[src/rtl/lvds_rx_pkg.sv]
// Shared constants and state type for the LVDS receive frame aligner.
package lvds_rx_pkg;

    localparam int unsigned DESER_FACTOR  = 6;
    localparam int unsigned NR_DATA_LANES = 8;
    localparam int unsigned FRAME_LANE    = NR_DATA_LANES;

    typedef enum logic [2:0] {
        ST_IDLE,
        ST_CHECK,
        ST_SLIP,
        ST_SETTLE,
        ST_LOCKED
    } align_state_e;

endpackage

[src/rtl/lvds_rx_lock_sync.sv]
// Two-flop synchronizer bringing the deserializer PLL lock into rx_clk.
module lvds_rx_lock_sync (
    input  logic rx_clk,
    input  logic reset,
    input  logic rx_locked,
    output logic lock_s
);

    logic meta_q;
    logic meta_d;
    logic sync_q;
    logic sync_d;

    // Next values of the synchronizer chain.
    always_comb begin
        meta_d = rx_locked;
        sync_d = meta_q;
    end

    // Synchronizer flops, cleared by reset.
    always_ff @(posedge rx_clk or posedge reset) begin
        if (reset) begin
            meta_q <= 1'b0;
            sync_q <= 1'b0;
        end else begin
            meta_q <= meta_d;
            sync_q <= sync_d;
        end
    end

    assign lock_s = sync_q;

endmodule

[src/rtl/lvds_rx_frame_align.sv]
// Frame-lane word aligner: bit-slips the deserializer until the frame lane
// shows FRAME_PATTERN, then presents the data lanes as valid.
// Optional statistics counters (slip_count, err_count) are built only when
// LVDS_RX_ALIGN_STATS_EN is defined; otherwise both outputs are tied to 0.
module lvds_rx_frame_align #(
    parameter int unsigned               DESER_FACTOR  = lvds_rx_pkg::DESER_FACTOR,
    parameter int unsigned               NR_DATA_LANES = lvds_rx_pkg::NR_DATA_LANES,
    parameter logic [DESER_FACTOR-1:0]   FRAME_PATTERN = 6'b111000,
    parameter int unsigned               MATCH_CNT     = 4,
    parameter int unsigned               SETTLE_CYCLES = 8,
    parameter int unsigned               MAX_ERR       = 3
) (
    input  logic                                         rx_clk,
    input  logic                                         reset,
    input  logic                                         rx_locked,
    input  logic [(NR_DATA_LANES+1)*DESER_FACTOR-1:0]    rx_data,
    output logic                                         rx_data_align,
    output logic [NR_DATA_LANES*DESER_FACTOR-1:0]        data_out,
    output logic                                         data_valid,
    output logic                                         align_fail,
    output logic [7:0]                                   slip_count,
    output logic [15:0]                                  err_count
);

    import lvds_rx_pkg::*;

    localparam int unsigned DW = NR_DATA_LANES * DESER_FACTOR;
    localparam int unsigned MW = $clog2(MATCH_CNT + 1);
    localparam int unsigned EW = $clog2(MAX_ERR + 1);
    localparam int unsigned SW = $clog2(DESER_FACTOR + 1);
    localparam int unsigned CW = $clog2(SETTLE_CYCLES + 2);

    logic                    lock_s;
    logic [DESER_FACTOR-1:0] frame_word;
    logic                    frame_match;

    align_state_e  state_q, state_d;
    logic [MW-1:0] match_cnt_q, match_cnt_d;
    logic [EW-1:0] err_run_q, err_run_d;
    logic [SW-1:0] search_slips_q, search_slips_d;
    logic [CW-1:0] cyc_q, cyc_d;
    logic          align_fail_q, align_fail_d;
    logic          rx_data_align_q, rx_data_align_d;
    logic          data_valid_q, data_valid_d;
    logic [DW-1:0] data_out_q, data_out_d;
    logic          slip_evt;

    lvds_rx_lock_sync u_lock_sync (
        .rx_clk    (rx_clk),
        .reset     (reset),
        .rx_locked (rx_locked),
        .lock_s    (lock_s)
    );

    assign frame_word  = rx_data[NR_DATA_LANES*DESER_FACTOR +: DESER_FACTOR];
    assign frame_match = (frame_word == FRAME_PATTERN);

    // Alignment search/track state machine and its counters.
    always_comb begin
        state_d        = state_q;
        match_cnt_d    = match_cnt_q;
        err_run_d      = err_run_q;
        search_slips_d = search_slips_q;
        cyc_d          = cyc_q;
        align_fail_d   = align_fail_q;
        slip_evt       = 1'b0;

        if (!lock_s) begin
            state_d = ST_IDLE;
        end else begin
            case (state_q)
                ST_IDLE: begin
                    state_d = ST_CHECK;
                end
                ST_CHECK: begin
                    if (frame_match) begin
                        if (match_cnt_q == MW'(MATCH_CNT - 1)) begin
                            state_d = ST_LOCKED;
                        end else begin
                            match_cnt_d = match_cnt_q + MW'(1);
                        end
                    end else begin
                        state_d  = ST_SLIP;
                        slip_evt = 1'b1;
                    end
                end
                ST_SLIP: begin
                    if (cyc_q == CW'(1)) begin
                        state_d = ST_SETTLE;
                    end else begin
                        cyc_d = cyc_q + CW'(1);
                    end
                end
                ST_SETTLE: begin
                    if (cyc_q == CW'(SETTLE_CYCLES - 1)) begin
                        state_d = ST_CHECK;
                    end else begin
                        cyc_d = cyc_q + CW'(1);
                    end
                end
                ST_LOCKED: begin
                    if (frame_match) begin
                        err_run_d = '0;
                    end else if (err_run_q == EW'(MAX_ERR - 1)) begin
                        state_d = ST_CHECK;
                    end else begin
                        err_run_d = err_run_q + EW'(1);
                    end
                end
                default: begin
                    state_d = ST_IDLE;
                end
            endcase
        end

        // Every state change starts its local counters from zero.
        if (state_d != state_q) begin
            cyc_d       = '0;
            match_cnt_d = '0;
            err_run_d   = '0;
        end

        // A successful lock ends the search and clears the failure flag.
        if ((state_d == ST_LOCKED) && (state_q != ST_LOCKED)) begin
            search_slips_d = '0;
            align_fail_d   = 1'b0;
        end

        if (state_d == ST_IDLE) begin
            search_slips_d = '0;
        end

        // A full rotation of slips without lock flags failure; search continues.
        if (slip_evt) begin
            if (search_slips_q == SW'(DESER_FACTOR - 1)) begin
                search_slips_d = '0;
                align_fail_d   = 1'b1;
            end else begin
                search_slips_d = search_slips_q + SW'(1);
            end
        end

        rx_data_align_d = (state_d == ST_SLIP);
        data_valid_d    = (state_d == ST_LOCKED);
        data_out_d      = rx_data[DW-1:0];
    end

    // State, counters and registered outputs.
    always_ff @(posedge rx_clk or posedge reset) begin
        if (reset) begin
            state_q         <= ST_IDLE;
            match_cnt_q     <= '0;
            err_run_q       <= '0;
            search_slips_q  <= '0;
            cyc_q           <= '0;
            align_fail_q    <= 1'b0;
            rx_data_align_q <= 1'b0;
            data_valid_q    <= 1'b0;
            data_out_q      <= '0;
        end else begin
            state_q         <= state_d;
            match_cnt_q     <= match_cnt_d;
            err_run_q       <= err_run_d;
            search_slips_q  <= search_slips_d;
            cyc_q           <= cyc_d;
            align_fail_q    <= align_fail_d;
            rx_data_align_q <= rx_data_align_d;
            data_valid_q    <= data_valid_d;
            data_out_q      <= data_out_d;
        end
    end

    assign rx_data_align = rx_data_align_q;
    assign data_valid    = data_valid_q;
    assign data_out      = data_out_q;
    assign align_fail    = align_fail_q;

`ifdef LVDS_RX_ALIGN_STATS_EN
    logic        err_evt;
    logic [7:0]  slip_count_q, slip_count_d;
    logic [15:0] err_count_q, err_count_d;

    assign err_evt = lock_s && (state_q == ST_LOCKED) && !frame_match;

    // Saturating totals of slips issued and mismatches seen while locked.
    always_comb begin
        slip_count_d = slip_count_q;
        err_count_d  = err_count_q;
        if (slip_evt && (slip_count_q != 8'hFF)) begin
            slip_count_d = slip_count_q + 8'd1;
        end
        if (err_evt && (err_count_q != 16'hFFFF)) begin
            err_count_d = err_count_q + 16'd1;
        end
    end

    // Statistics registers.
    always_ff @(posedge rx_clk or posedge reset) begin
        if (reset) begin
            slip_count_q <= '0;
            err_count_q  <= '0;
        end else begin
            slip_count_q <= slip_count_d;
            err_count_q  <= err_count_d;
        end
    end

    assign slip_count = slip_count_q;
    assign err_count  = err_count_q;
`else
    assign slip_count = '0;
    assign err_count  = '0;
`endif

endmodule

[config.mk]
export PLATFORM = sky130hd
export DESIGN_NAME = lvds_rx_frame_align
export DESIGN_NICKNAME = d
export VERILOG_FILES = /design/src/rtl/lvds_rx_pkg.sv /design/src/rtl/lvds_rx_lock_sync.sv /design/src/rtl/lvds_rx_frame_align.sv
export SDC_FILE = /design/constraint.sdc
export NUM_CORES = 1
export LEC_CHECK = 0
export ABC_AREA = 1
export BUFFER_PORTS_ARGS = -buffer_cell sky130_fd_sc_hd__buf_2
export CAP_MARGIN = 20
export CORE_MARGIN = 2
export CORE_UTILIZATION = 40
export CTS_BUF_LIST = sky130_fd_sc_hd__clkbuf_8 sky130_fd_sc_hd__clkbuf_16
export DETAILED_ROUTE_END_ITERATION = 8
export HOLD_SLACK_MARGIN = 0.02
export PLACE_DENSITY = 0.79
export SLEW_MARGIN = 20
export SYNTH_ARGS = -nofsm -noshare
export SYNTH_HDL_FRONTEND = slang
export SYNTH_SLANG_ARGS = --single-unit
[constraint.sdc]
create_clock -name rx_clk -period 2.2 [get_ports rx_clk]
set_clock_uncertainty 0.15 [all_clocks]
set_input_delay 0.11 -clock rx_clk [delete_from_list [all_inputs] [get_ports rx_clk]]
set_output_delay 0.11 -clock rx_clk [all_outputs]
set_load 0.01 [all_outputs]
# Yosys cells after proc, flatten, opt, wreduce, memory -nomap -nowiden
# Cells that the tools add are included.
classes:
  mux: 33
  n_addsub: 4
  reduce_logical: 12
  n_eq_ne: 18
op_table:
  columns: ["cell", "n"]
  rows:
  - ["two-way mux 3 bit", 16]
  - ["two-way mux 4 bit", 4]
  - ["one-hot mux 3 bit (5 select lines)", 1]
  - ["equality test 3 x 2 -> 1 bit (second input constant)", 4]
  - ["two-way mux 2 bit", 5]
  - ["equality test 3 bit (second input constant)", 3]
  - ["inequality test 3 bit (second input constant)", 3]
  - ["one-hot mux 4 bit (2 select lines)", 1]
  - ["AND reduction 4 bit", 2]
  - ["nonzero test 2 bit", 4]
  - ["adder 3 x 1 -> 3 bit (second input constant)", 2]
  - ["equality test 6 bit (second input constant)", 1]
  - ["zero test 3 bit", 2]
  - ["two-way mux 1 bit", 6]
  - ["nonzero test 3 bit", 2]
  - ["adder 4 x 1 -> 4 bit (second input constant)", 1]
  - ["equality test 4 x 1 -> 1 bit (second input constant)", 1]
  - ["equality test 4 x 3 -> 1 bit (second input constant)", 1]
  - ["equality test 3 x 1 -> 1 bit (second input constant)", 1]
  - ["inequality test 3 x 2 -> 1 bit (second input constant)", 1]
  - ["inequality test 3 bit", 1]
  - ["AND reduction 3 bit", 1]
  - ["adder 2 x 1 -> 2 bit (second input constant)", 1]
  - ["equality test 2 bit (second input constant)", 1]
  - ["other kinds (2)", 2]
totals:
  output_inout_bits: 75
  ff_bits: 68
  word_cells: 78
  inputBits: 57

# Logic depth before layout (Yosys ltp)
# Gate-level depths: netlist (run 1).
logic_depth:
  word_depth: 10
  depth_mapped: 12
  ltp_nobuf: 12

# Cells and area by module
# Synthesis (run 1) repeated with hierarchy kept, for this count alone.
hier_totals:
  cells_unflattened: 211
  area_unflattened_um2: 2571.2
modules_own_cells:
  columns: ["mod", "n_inst", "area_per_inst_um2", "cells_per_inst", "seq_area_each_um2"]
  rows:
  - ["lvds_rx_frame_align", 1, 2517.4, 208, 1651.6]
  - ["lvds_rx_lock_sync", 1, 53.8, 3, 50.0]

# Least setup slack after synthesis (run 1)
# Ideal clock, no wire load.
synth_path:
  path_type: "flip-flop to flip-flop"
  startpoint: "reg match_cnt_q[0]"
  endpoint: "reg match_cnt_q[2]"
  path_buffers: 0
  setup_ps: 73
  stages_incl_launch_ff: 12
  arrival_time_ps: 1531
  required_time_ps: 1977
  path_slack_ps: 446
  period_less_slack_ps: 1754
  path_cell_list: "dfrtp_1 > ha_1 > ha_1 > nor2_2 > nand2_1 > nand3_2 > nand2_2 > nand2_1 > nand2_2 > nor2_4 > inv_4 > a21oi_2"
synth_between:
  elab_chain_len: 8
  word_cells_on_any_way: 17
  cone_classes: "1 x add/sub; 3 x eq/ne; 9 x mux; 4 x reduce/logical"
synth_lines:
  columns: ["item", "line_no", "text"]
  rows:
  - ["start: declaration", "lvds_rx_frame_align.sv:38", "logic [MW-1:0] match_cnt_q, match_cnt_d;"]
  - ["start signal: assignment", "lvds_rx_frame_align.sv:162", "match_cnt_q <= match_cnt_d;"]
  - ["equality test 3 x 2 -> 1 bit", "lvds_rx_frame_align.sv:77", "if (match_cnt_q == MW'(MATCH_CNT - 1)) begin"]
  - ["two-way mux 3 bit", "lvds_rx_frame_align.sv:77", null]
  - ["two-way mux 3 bit", "lvds_rx_frame_align.sv:76", "if (frame_match) begin"]
  - ["one-hot mux 3 bit (5 select lines)", "lvds_rx_frame_align.sv:71", "case (state_q)"]
  - ["two-way mux 3 bit", "lvds_rx_frame_align.sv:68", "if (!lock_s) begin"]
  - ["inequality test 3 bit", "lvds_rx_frame_align.sv:117", "if (state_d != state_q) begin"]
  - ["inequality test 2 x 1 -> 1 bit (no source line) or nonzero test 2 bit (tied branches)", null, null]
  - ["AND reduction 4 bit (no source line)", null, null]
# Several ways; a longest one is shown, not always the timed one. The select of a mux whose other input is x is not followed.
# A chain may end at the register's enable or synchronous reset.

# Worst setup path after layout (run 1)
# Same ends and word-level chain as after synthesis.

==> metrics.md, run 1 <==
| Metric | Value |
|---|---|
| PortBufs | 107 |
| Async SR Flop Fraction | 1.00 |
| VDD IR max | 0.781 mV |
| Top cells by area, synth | dfrtp_1, buf_4, nand2_1 |
| Worst path depth | 11 |
| Setup TNS | 0 ns |
| Worst r2r src | match_cnt_q[0] |
| Reg2Reg Setup Slack | 0.19 ns |
| Final Critical Period | 2.01 ns |
| Die Y | 83.6 µm |
| Clock-pin slew on the worst setup and hold paths | 0.08 ns |
| Number of enable flip-flop cells after synthesis | 0 |
| Area Growth Syn to Fin | 48.8% |
| HP Class | in -> reg |
| Chip width | 83.6 µm |
| Routed len/inst | 16.4 µm |
| Final net count | 436 |
| Count of final hold-check violations | 0 |
| Filler instances | 447 |
| CP peak stage delay | 0.42 ns |
| Final wirelength | 7460 µm |
| Initial Util | 0.406 |
| Met2 Track Usage GR | 0.395 |
| CTS Buf Count | 9 |
| CTS tree | done |
| Grt met1 use | 0.255 |
| Syn Inst Count | 206 |
| Met3 global-route usage | 0.0752 |
| Avg Vias per Cell | 4.56 |
| Number of global-route vias before repair | 2336 |
| Startpoint class of the critical path | register |
| Area leader, netlist | dfrtp_1 |
| Worst r2r path cells | 11 |
| CP max-delay cell | dfrtp_1 |
| Mapped Avg Cell Area | 12.3 µm² |
| Post-CTS Setup Inserts | 0 |
| Power Dens Cells | 764 nW/µm² |
| Largest net degree at the start of global routing | 26 |
| Post-CTS sizing | 0 |
| Drc violations | 0 |
| Crit. End Element | register |
| FP Rows | 29 |
| Post-synthesis register bit count | 68 |
| Root Buffer | clkbuf_8 |
| Final core occ | 0.604 |
| DIE AREA | 6990 µm² |
| Setup-failing EPs final | 0 |
| Post-route antenna net violation count | 0 |
| RSZ-0062 raised after global routing | false |
| IO Count | 132 |
| Crit Path Class | reg -> reg |
| Yosys cell types | 27 |
| Sequential area share after synthesis | 0.671 |
| DR pass1 iterations | 4 |
| Vias | 2078 |
| Synth top area share | 0.671 |
| Hpwl dp | 3740 µm |
| Most numerous cell in the Yosys netlist | dfrtp_1 |
| CP Buf/Inv Count | 1 |
| Post-synth top cells | dfrtp_1, buf_4, nand2_1, inv_1, nand3_1 |
| Crit path max-delay family | simple AND/OR/NAND/NOR gates |
| Share of layout cells above drive strength 1 | 0.406 |
| Worst r2r dst | match_cnt_q[2] |
| Busiest grt layer | met2 |
| Clock sinks | 68 |
| Status | complete, no violations |
| CP required | 2.31 ns |
| CTS H-tree lvls | 3 |
| Synth Cell Area | 2530 µm² |
| Grt total ovfl | 0 |
| Slew Viols, Final | 0 |
| Critical path origin | match_cnt_q[0] |
| Antenna violations before repair | 0 |
| Clock latency on the worst-skew pair | 0.34 ns |
| CP endpoint | match_cnt_q[2] |
| Max cap viols | 0 |
| Ys flop type | dfrtp_1 |
| Crit-path cells | ha_1, ha_1, nor2_2, nand2_1, nand3_2, nand2_2, nand2_1, nand2_2, nor2_4, inv_4, a21oi_2 |
| Fmax | 496 MHz |
| Longest Clk Path Bufs | 2 |
| CP Data Arrival Time | 2.13 ns |
| Core area | 6240 µm² |
| First-pass GRT wire length | 12000 µm |
| N_diodes | 0 |
| Final period utilization | 0.916 |
| Synth warn | 0 |
| GRT Util Overall | 0.227 |
| Leakage | 1.95 nW |
| Critical Path Fanout Max | 8 |
| Iter 0 DRT Violations | 119 |
| Final Wtd Congestion | 0.824 |
-- per-stage QoR --
step | total power, mW | std cells | hold slack (ns) | area, µm² | setup WS [ns]
finish | 2.88 | 456 | 0.163 | 3770 | 0.185
detailed placement | 1.77 | 390 | 0.00223 | 3080 | 0.293
global route | 2.99 | 456 | 0.231 | 3770 | 0.0586
CTS | 2.81 | 456 | 0.148 | 3770 | 0.280
floorplan | 1.66 | 229 | -0.00857 | 2620 | 0.228
global placement | 1.76 | 390 | -0.0106 | 3080 | 0.354
-- flip-flops by register name, summed over array words and instances (netlist names) --
register,cells
data_out,48
cyc_q,4
match_cnt_q,3
search_slips_q,3
state_q,3
err_run_q,2
align_fail,1
data_valid,1
rx_data_align,1
u_lock_sync.lock_s,1
u_lock_sync.meta_q,1
-- worst min-delay path by stage --
stage	startpoint	to	slack [ns]	cells after the start
CTS	rx_data[50]	err_run_q[0]	0.15	5
finish	rx_data[50]	err_run_q[0]	0.16	5
global placement	reset	data_out[34]	-0.01	2
floorplan	rx_data[0]	data_out[0]	-0.009	0
global route	rx_data[48]	err_run_q[0]	0.23	5
detailed placement	reset	data_out[43]	0.002	2
-- final cells by class --
type / instances / area (µm²) / area share
clock inverters: 7 / 67.6 / 0.0179
clock buffers: 9 / 124 / 0.0328
flip-flops and latches: 68 / 1700 / 0.451
multi-input cells: 113 / 643 / 0.170
repair buffers: 159 / 1050 / 0.279
well taps: 77 / 96.3 / 0.0255
inverters: 23 / 88.8 / 0.0235
-- placed cells by master, fill, tap and decap left out, types with 3 or more instances in the layout --
cell type      synthesis  final
buf_2                  0    107
clkbuf_8               0      9
conb_1                 1     24
dfrtp_1               68     68
dlygate4sd3_1          0     50
ha_1                   5      5
inv_1                 17     17
inv_2                  5      6
nand2_1               20     20
nand2_2                6      6
nand3_1               14     14
nand3_2                3      3
nand4_1                3      3
nor2_1                 8      8
nor2_2                 7      7
nor2_4                 4      4
nor3_1                 3      3
o21ai_0                3      3
xor2_1                 3      3
-- worst register-to-register path: stages (launching register included) --
cell     delay, ns
dfrtp_1       0.42
ha_1          0.22
ha_1          0.20
nor2_2        0.12
nand2_1       0.07
nand3_2       0.09
nand2_2       0.06
nand2_1       0.08
nand2_2       0.07
nor2_4        0.23
inv_4         0.09
a21oi_2       0.15
-- cells by family (layout without fill, tap and decap cells) --
logic type	after synthesis	in the layout	synth area share
AO/OA/AOI/OAI	10	10	0.0252
adder cells (fa/ha/maj)	5	5	0.0247
flip-flops	68	68	0.671
other	1	24	0.00148
XOR/XNOR	4	4	0.0138
AND/OR/NAND/NOR	70	70	0.154
buffers and inverters	48	198	0.109
-- repair_timing --
action,4_1_cts,5_1_grt
endpoints found under the setup margin,0,0
hold endpoints to repair,71,0
hold buffers,50,0
-- report_power, final --
group / switching [mW] / internal, mW
combinational: 0.268 / 0.204
clock: 0.523 / 0.520
sequential: 0.0498 / 1.32
-- layer usage --
layer	wire [µm]	part of all wire
met1	2740	0.37
met2	3810	0.51
met3	717	0.096
met4	194	0.026
met5	0	0
(Power assumes the default switching activity.)
==> run 2: changes to the inputs <==
--- a/config.mk
+++ b/config.mk
@@ -8,12 +8,15 @@
 export ABC_AREA = 1
 export BUFFER_PORTS_ARGS = -buffer_cell sky130_fd_sc_hd__buf_2
 export CAP_MARGIN = 20
+export CELL_PAD_IN_SITES_DETAIL_PLACEMENT = 0
+export CELL_PAD_IN_SITES_GLOBAL_PLACEMENT = 1
+export CORE_ASPECT_RATIO = 1.1
 export CORE_MARGIN = 2
-export CORE_UTILIZATION = 40
+export CORE_UTILIZATION = 33
 export CTS_BUF_LIST = sky130_fd_sc_hd__clkbuf_8 sky130_fd_sc_hd__clkbuf_16
 export DETAILED_ROUTE_END_ITERATION = 8
 export HOLD_SLACK_MARGIN = 0.02
-export PLACE_DENSITY = 0.79
+export PLACE_DENSITY = 0.85
 export SLEW_MARGIN = 20
 export SYNTH_ARGS = -nofsm -noshare
 export SYNTH_HDL_FRONTEND = slang
==> run 2 against run 1 <==
First-iteration DRC count fell by 59%. Clock-buffer cell count is the same. Design area grew 2.9%. Critical path depth unchanged. Sequential cell count did not move. Routed wire length shrank 7.0%. Register-to-register slack better by 0.06 ns.
==> metrics.md, run 2 (synthesized netlist as in run 1, its figures left out) <==
| Metric | Value |
|---|---|
| Longest Clk Path Bufs | 2 (unchanged) |
| Final WS setup | 0.244 ns (was 0.185 ns) |
| Final net count | 435 (was 436) |
| Area Growth Syn to Fin | 53.2% (was 48.8%) |
| PortBufs | 107 (unchanged) |
| Avg Vias per Cell | 4.06 (was 4.56) |
| Final wirelength | 6940 µm (was 7460 µm) |
| Clock latency on the worst-skew pair | 0.33 ns (was 0.34 ns) |
| Slew Viols, Final | 0 (unchanged) |
| CTS tree | done (unchanged) |
| Max cap viols | 0 (unchanged) |
| Cell repeated most along the worst path | nand2_1 |
| Layout Cells excl Fill | 482 (was 456) |
| Max FFs per register | 48 (unchanged) |
| Crit-path cells | ha_1, ha_1, nor2_2, nand2_1, nand3_2, nand2_2, nand2_1, nand2_2, nor2_4, nand3_1, nand2_1 (was ha_1, ha_1, nor2_2, nand2_1, nand3_2, nand2_2, nand2_1, nand2_2, nor2_4, inv_4, a21oi_2) |
| Share of layout cells above drive strength 1 | 0.406 (about the same) |
| Hold Crit Endpoint | err_run_q[1] (was err_run_q[0]) |
| Reg2Reg Setup Slack | 0.24 ns (was 0.19 ns) |
| Status | complete, no violations (unchanged) |
| Post-Place Worst Slack | 0.272 ns (was 0.293 ns) |
| CTS Buf Count | 9 (unchanged) |
| Final Critical Period | 1.96 ns (was 2.01 ns) |
| Post-Place Cells | 417 (was 390) |
| GRT Util Overall | 0.176 (was 0.227) |
| Commonest non-fill, non-tap cell in the layout | buf_2 (unchanged) |
| Headroom to the max-slew limit | 0.597 |
| CTS H-tree lvls | 3 (unchanged) |
| Final core occ | 0.520 (was 0.604) |
| Worst-margin pin slew | 0.604 ns |
| Grt total ovfl | 0 (unchanged) |
| CP max-delay cell | dfrtp_1 (unchanged) |
| HP Class | in -> reg (unchanged) |
| Worst r2r dst | err_run_q[1] (was match_cnt_q[2]) |
| Core area | 7470 µm² (was 6240 µm²) |
| Clock-pin slew on the worst setup and hold paths | 0.07 ns (was 0.08 ns) |
| DR pass1 iterations | 4 (unchanged) |
| N_diodes | 0 (unchanged) |
| Clock sinks | 68 (unchanged) |
| VDD IR max | 0.723 mV (was 0.781 mV) |
| Iter 0 DRT Violations | 49 (was 119) |
| Drc violations | 0 (unchanged) |
| Hpwl dp | 4130 µm (was 3740 µm) |
| FP Rows | 33 (was 29) |
| Die Y | 95.9 µm (was 83.6 µm) |
| Vias | 1955 (was 2078) |
| Leakage | 1.98 nW (was 1.95 nW) |
| Routed len/inst | 14.4 µm (was 16.4 µm) |
| Initial Util | 0.339 (was 0.406) |
| CP Data Arrival Time | 2.08 ns (was 2.13 ns) |
| Setup TNS | 0 ns (unchanged) |
| Antenna violations before repair | 0 (unchanged) |
| IO Count | 132 (unchanged) |
| Count of final hold-check violations | 0 (unchanged) |
| Post-CTS sizing | 0 (unchanged) |
| Commonest non-fill, non-tap cells in the layout | buf_2, dfrtp_1, dlygate4sd3_1 (unchanged) |
| Startpoint class of the critical path | register (unchanged) |
| Crit path max-delay family | simple AND/OR/NAND/NOR gates (unchanged) |
| DIE AREA | 8400 µm² (was 6990 µm²) |
| Largest net degree at the start of global routing | 42 (was 26) |
| CP required | 2.32 ns (was 2.31 ns) |
| Final period utilization | 0.889 (was 0.916) |
| Crit Path Class | reg -> reg (unchanged) |
| Root Buffer | clkbuf_8 (unchanged) |
| Post-route antenna net violation count | 0 (unchanged) |
| Power Dens Cells | 816 nW/µm² (was 764 nW/µm²) |
| Critical Path Fanout Max | 8 (unchanged) |
| Placed inst area | 3120 µm² (was 3080 µm²) |
| Post-CTS Setup Inserts | 0 (unchanged) |
| CP peak stage delay | 0.40 ns (was 0.42 ns) |
| First-pass GRT wire length | 10900 µm (was 12000 µm) |
| Final Wtd Congestion | 0.792 (was 0.824) |
| Hold Worst Slack | 0.167 ns (was 0.163 ns) |
| Hold path start | rx_data[50] (unchanged) |
| Number of global-route vias before repair | 2144 (was 2336) |
| Worst r2r path cells | 11 (unchanged) |
| CP Buf/Inv Count | 0 (was 1) |
| RSZ-0062 raised after global routing | false (unchanged) |
| Final instance area | 3880 µm² (was 3770 µm²) |
| Setup-failing EPs final | 0 (unchanged) |
| Design Power | 3.17 mW (was 2.88 mW) |
| Fmax | 511 MHz (was 496 MHz) |
| Crit. End Element | register (unchanged) |
| Hold depth | 5 (unchanged) |
| Worst r2r src | match_cnt_q[0] (unchanged) |
| Chip width | 87.6 µm (was 83.6 µm) |
==> run 2: changes by cell type in the layout (fill, tap and decap cells not counted), sizes merged <==
cell / change
buf: -1
bufinv: +3
clkinvlp: -2
inv: -2
==> run 2: final cells by class <==
class	instances	area (µm²)
clock buffers	9	124
clock inverters	6	138
fillers	609	3590
inverters	23	88.8
multi-input cells	113	643
flip-flops and latches	68	1700
well taps	105	131
repair buffers	158	1060
==> run 2: worst reg2reg max path: cells and delay by family, from the launching register on <==
family                     cells  cell delay [ns]
adders and majority gates      2             0.40
DFF                            1             0.40
and+or+nand+nor                9             0.95
==> run 2: what timing repair did <==
item	CTS	global route
hold buffers	50	0
endpoints found under the hold margin	76	0
setup endpoints to repair	0	0
==> run 2: worst max-delay path by stage <==
stage | to | from | depth (start not counted)
global route | cyc_q[3] | cyc_q[0] | 7
CTS | err_run_q[1] | match_cnt_q[0] | 11
finish | err_run_q[1] | match_cnt_q[0] | 11
detailed placement | err_run_q[1] | match_cnt_q[0] | 11
global placement | match_cnt_q[2] | match_cnt_q[0] | 11
floorplan | align_fail | reset | 1
==> run 2: where the power goes <==
| group | total (mW) | switching [mW] | internal, mW |
|---|---|---|---|
| combinational | 0.470 | 0.265 | 0.205 |
| clock | 1.33 | 0.466 | 0.865 |
| sequential | 1.37 | 0.0470 | 1.32 |
| total | 3.17 | 0.778 | 2.39 |
==> run 2: per-layer routing <==
layer	global-route usage	part of all wire
met5	0	0
met4	0.0538	0.016
met3	0.0763	0.087
met2	0.303	0.52
met1	0.196	0.38
